===== config.mk =====
export PLATFORM = sky130hd
export DESIGN_NAME = lab4_net_ring_router_param
export DESIGN_NICKNAME = d
export VERILOG_FILES = /design/src/rtl/lab4_net_ring_router_param.sv
export SDC_FILE = /design/constraint.sdc
export NUM_CORES = 1
export LEC_CHECK = 0
export CORE_UTILIZATION = 40
export CTS_BUF_LIST = sky130_fd_sc_hd__clkbuf_16
export DETAILED_ROUTE_END_ITERATION = 8
export GPL_TIMING_DRIVEN = 0
export PLACE_DENSITY = 0.69
export SETUP_SLACK_MARGIN = 0.4
export SKIP_LAST_GASP = 1
export SYNTH_ARGS = -nofsm -noshare
export SYNTH_HDL_FRONTEND = slang
export SYNTH_SLANG_ARGS = --single-unit
export TNS_END_PERCENT = 20

===== constraint.sdc =====
create_clock -name clk -period 8.97 [get_ports clk]
set_input_delay 1.794 -clock clk [delete_from_list [all_inputs] [get_ports clk]]
set_output_delay 1.794 -clock clk [all_outputs]
set_load 0.03 [all_outputs]

===== src/rtl/lab4_net_ring_router_param.sv =====
// Three-port ring router: per-input FIFOs, shortest-path routing, round-robin output arbitration.
// Optional forwarding counters are enabled by defining LAB4_NET_RING_ROUTER_STATS_EN.
module lab4_net_ring_router_param #(
  parameter int p_num_routers   = 4,
  parameter int p_payload_nbits = 32,
  parameter int p_opaque_nbits  = 8,
  parameter int p_queue_depth   = 4,
  localparam int p_id_nbits     = (p_num_routers > 2) ? $clog2(p_num_routers) : 1,
  localparam int p_msg_nbits    = p_opaque_nbits + 2 * p_id_nbits + p_payload_nbits
) (
  input  logic                   clk,
  input  logic                   reset,
  input  logic [p_id_nbits-1:0]  router_id,
  input  logic [p_msg_nbits-1:0] in0_msg,
  input  logic                   in0_val,
  output logic                   in0_rdy,
  input  logic [p_msg_nbits-1:0] in1_msg,
  input  logic                   in1_val,
  output logic                   in1_rdy,
  input  logic [p_msg_nbits-1:0] in2_msg,
  input  logic                   in2_val,
  output logic                   in2_rdy,
  output logic [p_msg_nbits-1:0] out0_msg,
  output logic                   out0_val,
  input  logic                   out0_rdy,
  output logic [p_msg_nbits-1:0] out1_msg,
  output logic                   out1_val,
  input  logic                   out1_rdy,
  output logic [p_msg_nbits-1:0] out2_msg,
  output logic                   out2_val,
  input  logic                   out2_rdy
`ifdef LAB4_NET_RING_ROUTER_STATS_EN
  ,
  output logic [47:0]            stat_fwd_count
`endif
);

  localparam int AW = $clog2(p_queue_depth);
  localparam logic [AW:0] FULL_COUNT = (AW + 1)'(p_queue_depth);

  logic [p_msg_nbits-1:0] in_msg  [3];
  logic [p_msg_nbits-1:0] out_msg [3];
  logic [p_msg_nbits-1:0] head    [3];
  logic [2:0] in_val, in_rdy, out_val, out_rdy;
  logic [2:0] enq, deq, empty;

  assign in_msg[0] = in0_msg;
  assign in_msg[1] = in1_msg;
  assign in_msg[2] = in2_msg;
  assign in_val    = {in2_val, in1_val, in0_val};
  assign out_rdy   = {out2_rdy, out1_rdy, out0_rdy};
  assign in0_rdy   = in_rdy[0];
  assign in1_rdy   = in_rdy[1];
  assign in2_rdy   = in_rdy[2];
  assign out0_msg  = out_msg[0];
  assign out1_msg  = out_msg[1];
  assign out2_msg  = out_msg[2];
  assign out0_val  = out_val[0];
  assign out1_val  = out_val[1];
  assign out2_val  = out_val[2];

  // ---------------- input queues ----------------
  logic [p_msg_nbits-1:0] mem [3][p_queue_depth];
  logic [AW-1:0]          wr_ptr [3];
  logic [AW-1:0]          rd_ptr [3];
  logic [AW:0]            count  [3];
  logic                   active;

  // Ready comes from registered occupancy only, and stays low until the cycle after reset releases.
  always_comb begin
    for (int i = 0; i < 3; i++) begin
      empty[i]  = (count[i] == '0);
      in_rdy[i] = active && (count[i] != FULL_COUNT);
      enq[i]    = in_val[i] && in_rdy[i];
      head[i]   = mem[i][rd_ptr[i]];
    end
  end

  always_ff @(posedge clk or negedge reset) begin
    if (!reset) begin
      active <= 1'b0;
      for (int i = 0; i < 3; i++) begin
        wr_ptr[i] <= '0;
        rd_ptr[i] <= '0;
        count[i]  <= '0;
      end
    end else begin
      active <= 1'b1;
      for (int i = 0; i < 3; i++) begin
        if (enq[i]) wr_ptr[i] <= wr_ptr[i] + 1'b1;
        if (deq[i]) rd_ptr[i] <= rd_ptr[i] + 1'b1;
        case ({enq[i], deq[i]})
          2'b10:   count[i] <= count[i] + 1'b1;
          2'b01:   count[i] <= count[i] - 1'b1;
          default: count[i] <= count[i];
        endcase
      end
    end
  end

  // NOTE: storage has no reset; emptiness is defined by the pointers/count, so clearing data is unnecessary.
  always_ff @(posedge clk) begin
    for (int i = 0; i < 3; i++) begin
      if (enq[i]) mem[i][wr_ptr[i]] <= in_msg[i];
    end
  end

  // ---------------- routing ----------------
  function automatic logic [1:0] route_of(input logic [p_id_nbits-1:0] dest,
                                          input logic [p_id_nbits-1:0] id);
    int d;
    d = int'(dest) - int'(id);
    if (d < 0) d = d + p_num_routers;
    if (d == 0)                  return 2'd1;
    else if (2 * d <= p_num_routers) return 2'd2;  // east wins ties
    else                         return 2'd0;
  endfunction

  logic [1:0] route [3];

  always_comb begin
    for (int i = 0; i < 3; i++) begin
      route[i] = route_of(head[i][p_payload_nbits +: p_id_nbits], router_id);
    end
  end

  // ---------------- output arbitration ----------------
  logic [2:0] req      [3];
  logic [1:0] grant    [3];
  logic [1:0] last     [3];
  logic [1:0] hold_idx [3];
  logic [2:0] hold_v;

  // A stalled output re-grants the same input so its message stays stable.
  always_comb begin : arb
    int   idx;
    logic found;
    // NOTE: every output of this block gets a default first so no latch is inferred.
    deq = '0;
    for (int k = 0; k < 3; k++) begin
      found = 1'b0;
      idx   = 0;
      for (int i = 0; i < 3; i++) begin
        req[k][i] = !empty[i] && (route[i] == 2'(k));
      end
      out_val[k] = |req[k];
      grant[k]   = last[k];
      if (hold_v[k]) begin
        grant[k] = hold_idx[k];
      end else begin
        for (int off = 1; off <= 3; off++) begin
          idx = int'(last[k]) + off;
          if (idx >= 3) idx = idx - 3;
          if (!found && req[k][idx]) begin
            grant[k] = 2'(idx);
            found    = 1'b1;
          end
        end
      end
      out_msg[k] = head[grant[k]];
      for (int i = 0; i < 3; i++) begin
        if (out_val[k] && out_rdy[k] && grant[k] == 2'(i)) deq[i] = 1'b1;
      end
    end
  end

  // last = 2 after reset makes input 0 the first in line.
  always_ff @(posedge clk or negedge reset) begin
    if (!reset) begin
      hold_v <= '0;
      for (int k = 0; k < 3; k++) begin
        last[k]     <= 2'd2;
        hold_idx[k] <= 2'd0;
      end
    end else begin
      for (int k = 0; k < 3; k++) begin
        hold_v[k]   <= out_val[k] && !out_rdy[k];
        hold_idx[k] <= grant[k];
        if (out_val[k] && out_rdy[k]) last[k] <= grant[k];
      end
    end
  end

`ifdef LAB4_NET_RING_ROUTER_STATS_EN
  logic [15:0] fwd_cnt [3];

  assign stat_fwd_count = {fwd_cnt[2], fwd_cnt[1], fwd_cnt[0]};

  always_ff @(posedge clk or negedge reset) begin
    if (!reset) begin
      for (int k = 0; k < 3; k++) fwd_cnt[k] <= '0;
    end else begin
      for (int k = 0; k < 3; k++) begin
        if (out_val[k] && out_rdy[k] && fwd_cnt[k] != 16'hFFFF) fwd_cnt[k] <= fwd_cnt[k] + 1'b1;
      end
    end
  end
`endif

endmodule


# Word-level counts from Yosys, hierarchy flattened
# Memories as Yosys holds them, arrays and structs flattened.
# Index checks and enable logic that the tools add are counted.
# W data, S select, Z words.
[totals] reg_bits=37 ramBits=528 out_inout_bits=138 word_cells=309 n_memories=1
[mem_list] memory="mem" depth=3 word_bits=176 read_ports=3 rd_clocked_by_memory_dff=0 wr=3 line_no="63" source="logic [p_msg_nbits-1:0] mem [3][p_queue_depth];"
[op_classes] n_addsub=36 n_lt_le_gt_ge=36 n_eq_ne=21 muxes=120 bitwise_logic=9 reduce_logical=69
[op_table] cell="$mux W32" n=21
[op_table] cell="$mux W44" n=15
[op_table] cell="$bmux W44 S2" n=6
[op_table] cell="$mux W176" n=3
[op_table] cell="$lt A32 B4 Y1 const B" n=9
[op_table] cell="$demux W44 S2" n=3
[op_table] cell="$le A32 B4 Y1 const B" n=3
[op_table] cell="$logic_not A32 Y1" n=3
[op_table] cell="$mux W1" n=42
[op_table] cell="$logic_and A1 B1 Y1" n=39
[op_table] cell="$mux W2" n=18
[op_table] cell="$sub A3 B2 Y4 const B" n=9
[op_table] cell="$ge A3 B2 Y1 const B" n=9
[op_table] cell="$ge A3 B3 Y1 const B" n=9
[op_table] cell="$not A2 Y3" n=9
[op_table] cell="$add A2 B2 Y3 const B" n=6
[op_table] cell="$bmux W1 S2" n=9
[op_table] cell="$eq A2 B1 Y1 const B" n=9
[op_table] cell="$eq A2 B2 Y1 const B" n=9
[op_table] cell="$lt A3 B1 Y1 const B" n=6
[op_table] cell="$pmux W3 S2" n=3
[op_table] cell="$add A3 B4 Y5 const B" n=3
[op_table] cell="$add A2 B1 Y2 const B" n=6
[op_table] cell="$logic_not A1 Y1" n=12
[op_table] cell="9 further kinds" n=30

# Depth between registers and ports, before layout
# Gate-level depths: netlist (run 1).
[logic_depth] depth_word=32 mapped_depth=22 depth_no_buf=21

# Least setup slack after synthesis (run 1)
# Ideal clock, no wire load.
[synth_timing] kind="input to output" startpoint="input port router_id[0]" endpoint="output port out2_msg[0]" arrival_time_ps=4673 t_required_ps=7176 path_slack_ps=2503 stages=13 n_path_buf=1 cell_sequence="ha_1 -> xnor2_1 -> xnor2_1 -> inv_1 -> ha_1 -> o31ai_2 -> o221ai_1 -> a32o_1 -> a221oi_4 -> inv_2 -> buf_4 -> mux2i_1 -> o21ai_0"
[synth_via] elab_chain_len=25
[synth_lines] item="from (decl)" line_no="13" source="input logic [p_id_nbits-1:0] router_id,"
[synth_lines] item="$sub A2 B2 Y3" line_no="112" source="d = int'(dest) - int'(id);"
[synth_lines] item="$add A3 B4 Y5 / $lt A3 B1 Y1 (equally long branches)" line_no="113" source="if (d < 0) d = d + p_num_routers;"
[synth_lines] item="$mux W32" line_no="113"
[synth_lines] item="$le A32 B4 Y1" line_no="115" source="else if (2 * d <= p_num_routers) return 2'd2;"
[synth_lines] item="$mux W2" line_no="115"
[synth_lines] item="$mux W2" line_no="114" source="if (d == 0) return 2'd1;"
[synth_lines] item="$eq A2 B2 Y1" line_no="144" source="req[k][i] = !empty[i] && (route[i] == 2'(k));"
[synth_lines] item="$logic_and A1 B1 Y1" line_no="144"
[synth_lines] item="[8 not listed]"
[synth_lines] item="$mux W1" line_no="148" source="if (hold_v[k]) begin"
[synth_lines] item="$logic_not A1 Y1" line_no="154" source="if (!found && req[k][idx]) begin"
[synth_lines] item="$logic_and A1 B1 Y1" line_no="154"
[synth_lines] item="$mux W2 *" line_no="154"
[synth_lines] item="$mux W2 *" line_no="148"
[synth_lines] item="$not A2 Y3 (implied by the code) *" line_no="160" source="out_msg[k] = head[grant[k]];"
[synth_lines] item="$bmux W44 S2 *" line_no="160"
[synth_lines] item="$mux W44 (implied by the code) * (2 in a row)" line_no="160"
[synth_lines] item="to (decl)" line_no="29" source="output logic [p_msg_nbits-1:0] out2_msg,"
# Every way passes the cells marked *; elsewhere a longest branch is shown, timed or not. The select of a mux whose other input is x is not followed.

# Worst setup path in the final report (run 1)
[layout_timing] startpoint="input port router_id[0]" endpoint="output port out2_msg[18]"
# Same word-level chain as after synthesis.

==> flow_metrics.tcl, run 1 <==
set metrics [dict create \
    setup_violations 0 \
    synth_edf_count 528 \
    remaining_drc_errors 0 \
    clkLatencyLatePin_ns 0.63 \
    finalCritPeriodShare 0.956 \
    synthFlopType "edfxtp_1" \
    reg2reg_slack_ns 3.16 \
    hp-class "flop to flop" \
    die-height_um 250 \
    seq_area_frac_synth 0.680 \
    finalClockSkew_ns 0.0229 \
    crit_path_end_kind "primary output" \
    max_freq_ghz 0.117 \
    die_w_um 250 \
    ant_nets 0 \
    antenna_found_initial 13 \
    required_ns 7.18 \
    final.min_clock_period_ns 8.58 \
    max_slew_margin 0.350 \
    num_vias 15874 \
    cts_buffer_depth 3 \
    ioPinCount 280 \
    io_buffer_count 279 \
    wl_per_cell_um 28.5 \
    grt_pass1_wl_um 108000 \
    coreArea_um2 60700 \
    finalSetupTns_ns 0 \
    rsz0062_at_grt "yes" \
    grt_pass1_vias 15541 \
    tightest_slew_ns 0.976 \
    avgSynthCellArea_um2 16.4 \
    grtUsageTotal 0.243 \
    maxCapViolCount 0 \
    cts_buffers 57 \
    syn_nets 1685 \
    report.final.slew_viol_count 0 \
    gp_congestion 0.987 \
    drt-pass1-iter-count 8 \
    wl_um 76700 \
    dpl_cell_area_um2 28700 \
    fill_cells 4978 \
    synth_area_um2 24700 \
    cp_max_fo 10 \
    grt_start_max_net_pins 34 \
    hold_viol 0 \
    path_clk_slew_ns 0.06 \
    ys_ff_latch 565 \
    synth_cell_type_count 57 \
    cts_root_buf "clkbuf_16" \
    cts_tree "done" \
    start_util 0.407 \
    drive_above_1_share 0.155 \
    fin_nets 2036 \
    critPathLaunchType "primary input" \
    viasPerCell 5.90 \
    critPathKind "primary input to primary output" \
    status "finished, final reports clean" \
    synthToLayoutAreaGrowth_pct 24.1 \
    cts_htree_levels 2 \
    clock_sinks 565 \
    overflow 0 \
    dp_hpwl_um 57400 \
    synthCells 1507 \
    drtIter0Drc 2312 \
    critPathArrivalTime_ns 6.78 \
    async_reset_ff_frac 0.0655 \
    rows 90 \
    finalInstanceArea_um2 30600 \
    ys_warn_count 0 \
    die_area_um2 62700 \
]
-- timing repair --
action | CTS | global route
hold buffers | 0 | 0
endpoints found under the setup margin | 6 | 16
resized for setup | 1 | 6
setup buffers | 0 | 0
-- cell type report --
type	instances	area, um^2	area share
clock buffer	59	1480	0.0482
sequential	565	16800	0.548
multi-input combinational	801	7320	0.239
timing repair buffer	292	3060	0.0997
antenna	4	10.0	0.000327
tap	782	978	0.0319
clock inverter	48	405	0.0132
buffer	95	437	0.0143
inverter	46	173	0.00564
-- synthesized netlist by cell type (5+ instances only) --
cell	count	area, um^2
a21oi_1	51	255
a31oi_1	51	319
nand2_1	152	571
o22ai_1	8	50.1
and3_1	13	81.3
xor2_1	9	78.8
edfxtp_1	528	15900
mux4_2	131	2950
buf_6	5	56.3
o31ai_2	6	75.1
o21ai_0	102	510
nor2b_1	6	37.5
ha_1	33	413
o31a_1	5	43.8
or3_1	6	37.5
clkbuf_1	62	233
mux2i_1	88	881
and2_1	7	43.8
inv_1	43	161
dfrtp_1	34	851
nor2_1	13	48.8
nand3_1	52	260
buf_2	21	105
xnor2_1	15	131
-- kinds of logic after synthesis --
| kind of cell | synth area share |
|---|---|
| AOI/OAI and AO/OA | 0.0647 |
| xor gates and xnor gates | 0.00851 |
| adders and majority gates | 0.0192 |
| buffers and inverters | 0.0246 |
| DFF | 0.680 |
| muxes | 0.157 |
| other | 0.000152 |
| and+or+nand+nor | 0.0465 |
-- worst paths after layout --
path                                       start  cells past startpoint              endpoint
max in group asynchronous                  reset                      2   last[5]$_DFFE_PN1P_
min                          last[3]$_DFFE_PN1P_                      2   last[3]$_DFFE_PN1P_
min reg2reg                  last[3]$_DFFE_PN1P_                      2   last[3]$_DFFE_PN1P_
max                                 router_id[0]                     15          out2_msg[18]
max reg2reg                rd_ptr[0]$_DFFE_PN0P_                     21  count[8]$_DFFE_PN0P_
min in group asynchronous                  reset                      1  count[5]$_DFFE_PN0P_
-- placed cells by master (no fill, tap or decap), types with 7 or more instances in the layout --
master / instances
buf_12: 12
and3_2: 12
ha_1: 33
buf_2: 22
and2_1: 7
mux2i_1: 88
o22ai_1: 8
nand2_1: 152
clkbuf_16: 59
nand3_1: 52
edfxtp_1: 528
xnor2_1: 15
clkdlybuf4s50_1: 278
o21ai_0: 98
a21oi_1: 51
clkinv_1: 13
dfrtp_1: 34
a31oi_1: 51
clkinv_2: 10
xor2_1: 9
inv_1: 50
clkbuf_1: 61
mux4_2: 131
nor2_1: 13
-- sequential cells by signal (all words and copies together), names as in the netlist --
| name | cells |
|---|---|
| mem | 528 |
| hold_v | 3 |
| active | 1 |
| wr_ptr | 6 |
| last | 6 |
| count | 9 |
| hold_idx | 6 |
| rd_ptr | 6 |
-- critical path, stage by stage --
cell	delay, ns
clkdlybuf4s50_1	0.52
ha_1	0.26
xnor2_1	0.18
xnor2_1	0.17
inv_1	0.07
ha_1	0.35
o311ai_0	0.23
o21ai_0	0.16
nor2_1	0.08
o41ai_2	0.66
buf_2	0.37
clkbuf_1	0.64
nand3_1	0.15
o21ai_0	0.32
clkdlybuf4s50_1	0.80
-- metrics by stage --
stage,hold WS (ns),utilization,cells,setup WS [ns]
after floorplan,0.469,-,1507,2.50
after global placement,0.509,0.469,2568,0.422
after detailed placement,0.507,0.473,2581,0.435
after CTS,0.517,0.505,2688,0.508
after global routing,0.560,0.505,2689,0.344
final,0.513,0.505,2692,0.392
-- metal layers --
layer  track usage  share of wire
met1         0.323           0.38
met2         0.391           0.47
met3        0.0661           0.12
met4        0.0757          0.031
met5             0         0.0013
Power of run 1 is not shown: default switching activity piles up to over one toggle a cycle in this logic, so the estimate is an artifact.
==> run 2, diff against run 1 <==
- PLACE_DENSITY: 0.69 -> not set
==> run 2 against run 1 <==
Critical endpoint is now out2_msg[28]. Final cell count did not move. First-iteration DRC count decreased by 14%. Count of clock-buffer cells in the layout unchanged. Worst hold slack is essentially flat. Setup slack gained 0.12 ns. Register-to-register slack better by 0.12 ns. Die area unchanged. Critical path depth stayed put. Sequential cell count did not move. Design area about the same.
==> flow_metrics.tcl, run 2 (synthesized netlist as in run 1, its figures left out) <==
set metrics [dict create \
    status "finished, final reports clean" \
    ff2ff_path_depth 21 \
    critPathLaunch "router_id[0]" \
    cp_max_fo 10 \
    overflow 0 \
    max_freq_ghz 0.118 \
    num_vias 15609 \
    cts_buffers 58 \
    rows 90 \
    hp-class "flop to flop" \
    highest_layer "met5" \
    required_ns 7.18 \
    critPathKind "primary input to primary output" \
    path_clk_slew_ns 0.06 \
    drive_above_1_share 0.156 \
    antenna_found_initial 10 \
    fin_nets 2037 \
    cp_cell_sequence "clkdlybuf4s50_1 > ha_1 > xnor2_1 > xnor2_1 > inv_1 > ha_1 > o31ai_2 > o221ai_1 > a32o_1 > a221oi_4 > inv_2 > buf_4 > mux2i_1 > o21ai_0 > clkdlybuf4s50_1" \
    crit_path_end_kind "primary output" \
    grt_pass1_wl_um 109000 \
    final_common_cell "edfxtp_1" \
    drtIter0Drc 1998 \
    clock_sinks 565 \
    r2r-start "rd_ptr[4]$_DFFE_PN0P_" \
    finalSetupTns_ns 0 \
    synthToLayoutAreaGrowth_pct 24.1 \
    viasPerCell 5.80 \
    grtUsageTotal 0.245 \
    io_buffer_count 279 \
    met1Wirelength_um 30500 \
    wl_per_cell_um 28.4 \
    final_cell_mix "528 x edfxtp_1, 278 x clkdlybuf4s50_1, 152 x nand2_1, 131 x mux4_2, 102 x o21ai_0" \
    ant_nets 0 \
    drt-pass1-iter-count 5 \
    cts_buffer_depth 3 \
    rsz0062_at_grt "yes" \
    gp_congestion 0.944 \
    cts_tree "done" \
    finalCritPeriodShare 0.943 \
    die-height_um 250 \
    wl_um 76300 \
    report.final.slew_viol_count 0 \
    coreArea_um2 60700 \
    routed-wl-met2_um 36300 \
    finalClockSkew_ns 0.0144 \
    grt_start_max_net_pins 33 \
    dp_hpwl_um 56900 \
    clkLatencyLatePin_ns 0.62 \
    remaining_drc_errors 0 \
    largest_reg_flops 528 \
    r2r_end "count[8]$_DFFE_PN0P_" \
    hold_depth 2 \
    die_w_um 250 \
    fill_cells 5031 \
    maxCapViolCount 0 \
    max_slew_margin 0.377 \
    met3_length_um 7740 \
    critPathLaunchType "primary input" \
    hold_viol 0 \
    tightest_slew_ns 0.934 \
    critPathArrivalTime_ns 6.66 \
    setup_violations 0 \
    reg2reg_slack_ns 3.28 \
    cts_root_buf "clkbuf_16" \
    cpMaxStageDelayCell "clkdlybuf4s50_1" \
    die_area_um2 62700 \
    cts_htree_levels 2 \
    post_cts_buffers 0 \
    setup.worst_path.end "out2_msg[28]" \
    final.min_clock_period_ns 8.46 \
    crit_path_max_incr_delay_ns 0.81 \
    holdBufCountCts 0 \
    start_util 0.407 \
    ioPinCount 280 \
    grt_pass1_vias 15373 \
]
[run 2: metrics by stage]
step,cell area [um^2],worst slack [ns],utilization,hold slack [ns],std cells
3_5_place_dp,28700,0.279,0.473,0.501,2581
2_1_floorplan,24700,2.50,-,0.469,1507
6_report,30600,0.512,0.505,0.514,2692
5_1_grt,30600,0.389,0.505,0.531,2689
4_1_cts,30600,0.590,0.505,0.510,2689
3_3_place_gp,28500,0.217,0.469,0.500,2568
[run 2: critical path, delay by kind of cell]
| kind | cells | cell delay [ns] |
|---|---|---|
| AOI/OAI and AO/OA | 5 | 1.79 |
| xor gates and xnor gates | 2 | 0.39 |
| adders and majority gates | 2 | 0.59 |
| buffers and inverters | 5 | 1.93 |
| muxes | 1 | 0.14 |
[run 2: layout make-up]
cell class                 instances  area, um^2  area share
antenna                            3        7.51    0.000245
buffer                            95         442      0.0144
clock buffer                      59        1480      0.0482
clock inverter                    49         413      0.0135
inverter                          46         173     0.00563
multi-input combinational        801        7320       0.239
sequential                       565       16800       0.548
tap                              782         978      0.0319
timing repair buffer             292        3050      0.0995
[run 2: repair_timing]
item,in CTS,in global routing
gates resized for setup,2,9
pin swaps,0,0
setup endpoints to repair,44,37
[run 2: per-layer routing]
metal	vias up	GRT usage
met2	827	0.390
met1	7991	0.337
met3	99	0.0598
li1	6678	-
met5	-	0
met4	14	0.0628
[run 2: worst min path at each step]
| stage | from | to | slack, ns |
|---|---|---|---|
| floorplan | last[1]$_DFFE_PN1P_ | last[1]$_DFFE_PN1P_ | 0.47 |
| global placement | last[1]$_DFFE_PN1P_ | last[1]$_DFFE_PN1P_ | 0.50 |
| detailed placement | last[1]$_DFFE_PN1P_ | last[1]$_DFFE_PN1P_ | 0.50 |
| CTS | last[1]$_DFFE_PN1P_ | last[1]$_DFFE_PN1P_ | 0.51 |
| global route | last[1]$_DFFE_PN1P_ | last[1]$_DFFE_PN1P_ | 0.53 |
| finish | last[1]$_DFFE_PN1P_ | last[1]$_DFFE_PN1P_ | 0.51 |
Power of run 2 is left out for the same reason.
==> run 3, diff against run 2 <==
- CORE_UTILIZATION: 40 -> 50
- PLACE_DENSITY: not set -> 0.72
==> run 3 against run 2 <==
Critical path depth rose by 1. Maximum frequency rose by 0.43%. Global-route usage rose by 4.8 points. Final cell count fell by 4.6%. Clock skew fell by 0.00070 ns. Count of clock-buffer cells in the layout fell by 2. Sequential share of layout area rose by 0.61 points. Design area fell by 1.1%. First-iteration DRC count rose by 11%. Core utilization rose by 12 points. Die area fell by 20%. Register-to-register slack got worse by 0.02 ns.
==> flow_metrics.tcl, run 3 (synthesized netlist as in run 1, its figures left out) <==
set metrics [dict create \
    remaining_drc_errors 0 \
    overflow 0 \
    cts_htree_levels 2 \
    rows 81 \
    drtIter0Drc 2226 \
    required_ns 7.18 \
    die-height_um 224 \
    critPathArrivalTime_ns 6.63 \
    drive_above_1_share 0.150 \
    setup_violations 0 \
    post_cts_buffers 0 \
    dp_hpwl_um 54200 \
    critPathLaunchType "flop" \
    wl_per_cell_um 28.6 \
    start_util 0.505 \
    grt_pass1_wl_um 104000 \
    coreArea_um2 48800 \
    antenna_found_initial 7 \
    die_w_um 224 \
    hold_viol 0 \
    cts_root_buf "clkbuf_16" \
    cts_buffers 55 \
    crit_path_end_kind "primary output" \
    final.min_clock_period_ns 8.42 \
    met1Wirelength_um 28400 \
    grt_start_max_net_pins 37 \
    max_freq_ghz 0.119 \
    drt-pass1-iter-count 6 \
    fill_cells 3561 \
    final_common_cell "edfxtp_1" \
    finalClockSkew_ns 0.0137 \
    routed-wl-met2_um 34300 \
    max_slew_margin 0.335 \
    maxCapViolCount 0 \
    die_area_um2 50300 \
    ant_nets 0 \
    tightest_slew_ns 0.998 \
    hp-class "flop to flop" \
    finalSetupTns_ns 0 \
    rsz0062_at_grt "no" \
    synthToLayoutAreaGrowth_pct 22.7 \
    cts_buffer_depth 3 \
    cts_tree "done" \
    clock_sinks 565 \
    final_cell_mix "528 x edfxtp_1, 278 x clkdlybuf4s50_1, 152 x nand2_1, 131 x mux4_2, 101 x o21ai_0" \
    num_vias 15847 \
    grt_pass1_vias 15236 \
    io_buffer_count 279 \
    gp_congestion 0.950 \
    met3_length_um 7650 \
    fin_nets 2034 \
    clkLatencyLatePin_ns 0.61 \
    cp_max_fo 10 \
    grtUsageTotal 0.293 \
    critPathKind "flop to primary output" \
    report.final.slew_viol_count 0 \
    path_clk_slew_ns 0.07 \
    ioPinCount 280 \
    largest_reg_flops 528 \
    highest_layer "met5" \
    wl_um 73400 \
    viasPerCell 6.17 \
    finalCritPeriodShare 0.939 \
    status "finished, final reports clean" \
    holdBufCountCts 0 \
]
run 3: cell count changes in the layout (fill, tap and decap cells not counted), sizes merged:
cell,before,now
clkinv,24,26
inv,61,58
bufinv,6,3
clkbuf,121,119
diode,3,2
run 3: per-stage QoR:
step / utilization / std cells / worst slack [ns] / cell area, um^2 / hold slack [ns]
4_1_cts: 0.620 / 2565 / 0.648 / 30300 / 0.512
5_1_grt: 0.620 / 2565 / 0.402 / 30300 / 0.545
6_report: 0.620 / 2567 / 0.549 / 30300 / 0.513
3_5_place_dp: 0.585 / 2463 / 0.502 / 28600 / 0.503
3_3_place_gp: 0.580 / 2450 / 0.461 / 28300 / 0.492
2_1_floorplan: - / 1507 / 2.50 / 24700 / 0.469
run 3: final cells by class:
cell class / count / area (um^2) / share of cell area
Buffer: 95 / 438 / 0.0144
Antenna cell: 2 / 5.00 / 0.000165
Inverter: 46 / 173 / 0.00570
Clock buffer: 57 / 1430 / 0.0471
Sequential cell: 565 / 16800 / 0.554
Timing Repair Buffer: 292 / 3050 / 0.101
Clock inverter: 45 / 282 / 0.00929
Multi-Input combinational cell: 801 / 7320 / 0.242
Tap cell: 664 / 831 / 0.0274
run 3: what timing repair did:
item	4_1_cts	5_1_grt
cloned	0	0
hold endpoints to repair	0	0
gates resized for setup	2	5
setup endpoints to repair	35	10
run 3: final timing paths:
path                                       start                   end  slack, ns  depth (start not counted)
min                          last[1]$_DFFE_PN1P_   last[1]$_DFFE_PN1P_       0.51                          2
min in group asynchronous                  reset  count[3]$_DFFE_PN0P_       0.97                          1
max                        rd_ptr[4]$_DFFE_PN0P_          out1_msg[28]       0.55                         16
max reg2reg                rd_ptr[4]$_DFFE_PN0P_  count[8]$_DFFE_PN0P_       3.26                         21
max in group asynchronous                  reset   last[5]$_DFFE_PN1P_       7.51                          2
min reg2reg                  last[1]$_DFFE_PN1P_   last[1]$_DFFE_PN1P_       0.51                          2
run 3: routing by layer:
metal  track usage  up-vias
met3        0.0577      166
met1         0.408     8043
met2         0.456      968
li1              -     6658
met5             0        -
met4         0.119       12
run 3: critical path, stage by stage, from the launching register on:
cell             delay [ns]
dfrtp_1                0.33
clkbuf_1               0.74
mux4_2                 0.70
inv_1                  0.10
ha_1                   0.15
xnor2_1                0.14
xnor2_1                0.17
inv_1                  0.07
ha_1                   0.21
o31a_1                 0.16
a32oi_1                0.28
o2111ai_1              0.25
a22oi_1                0.81
clkbuf_1               0.66
nand2_1                0.14
o21ai_0                0.30
clkdlybuf4s50_1        0.80
Power of run 3 is left out for the same reason.
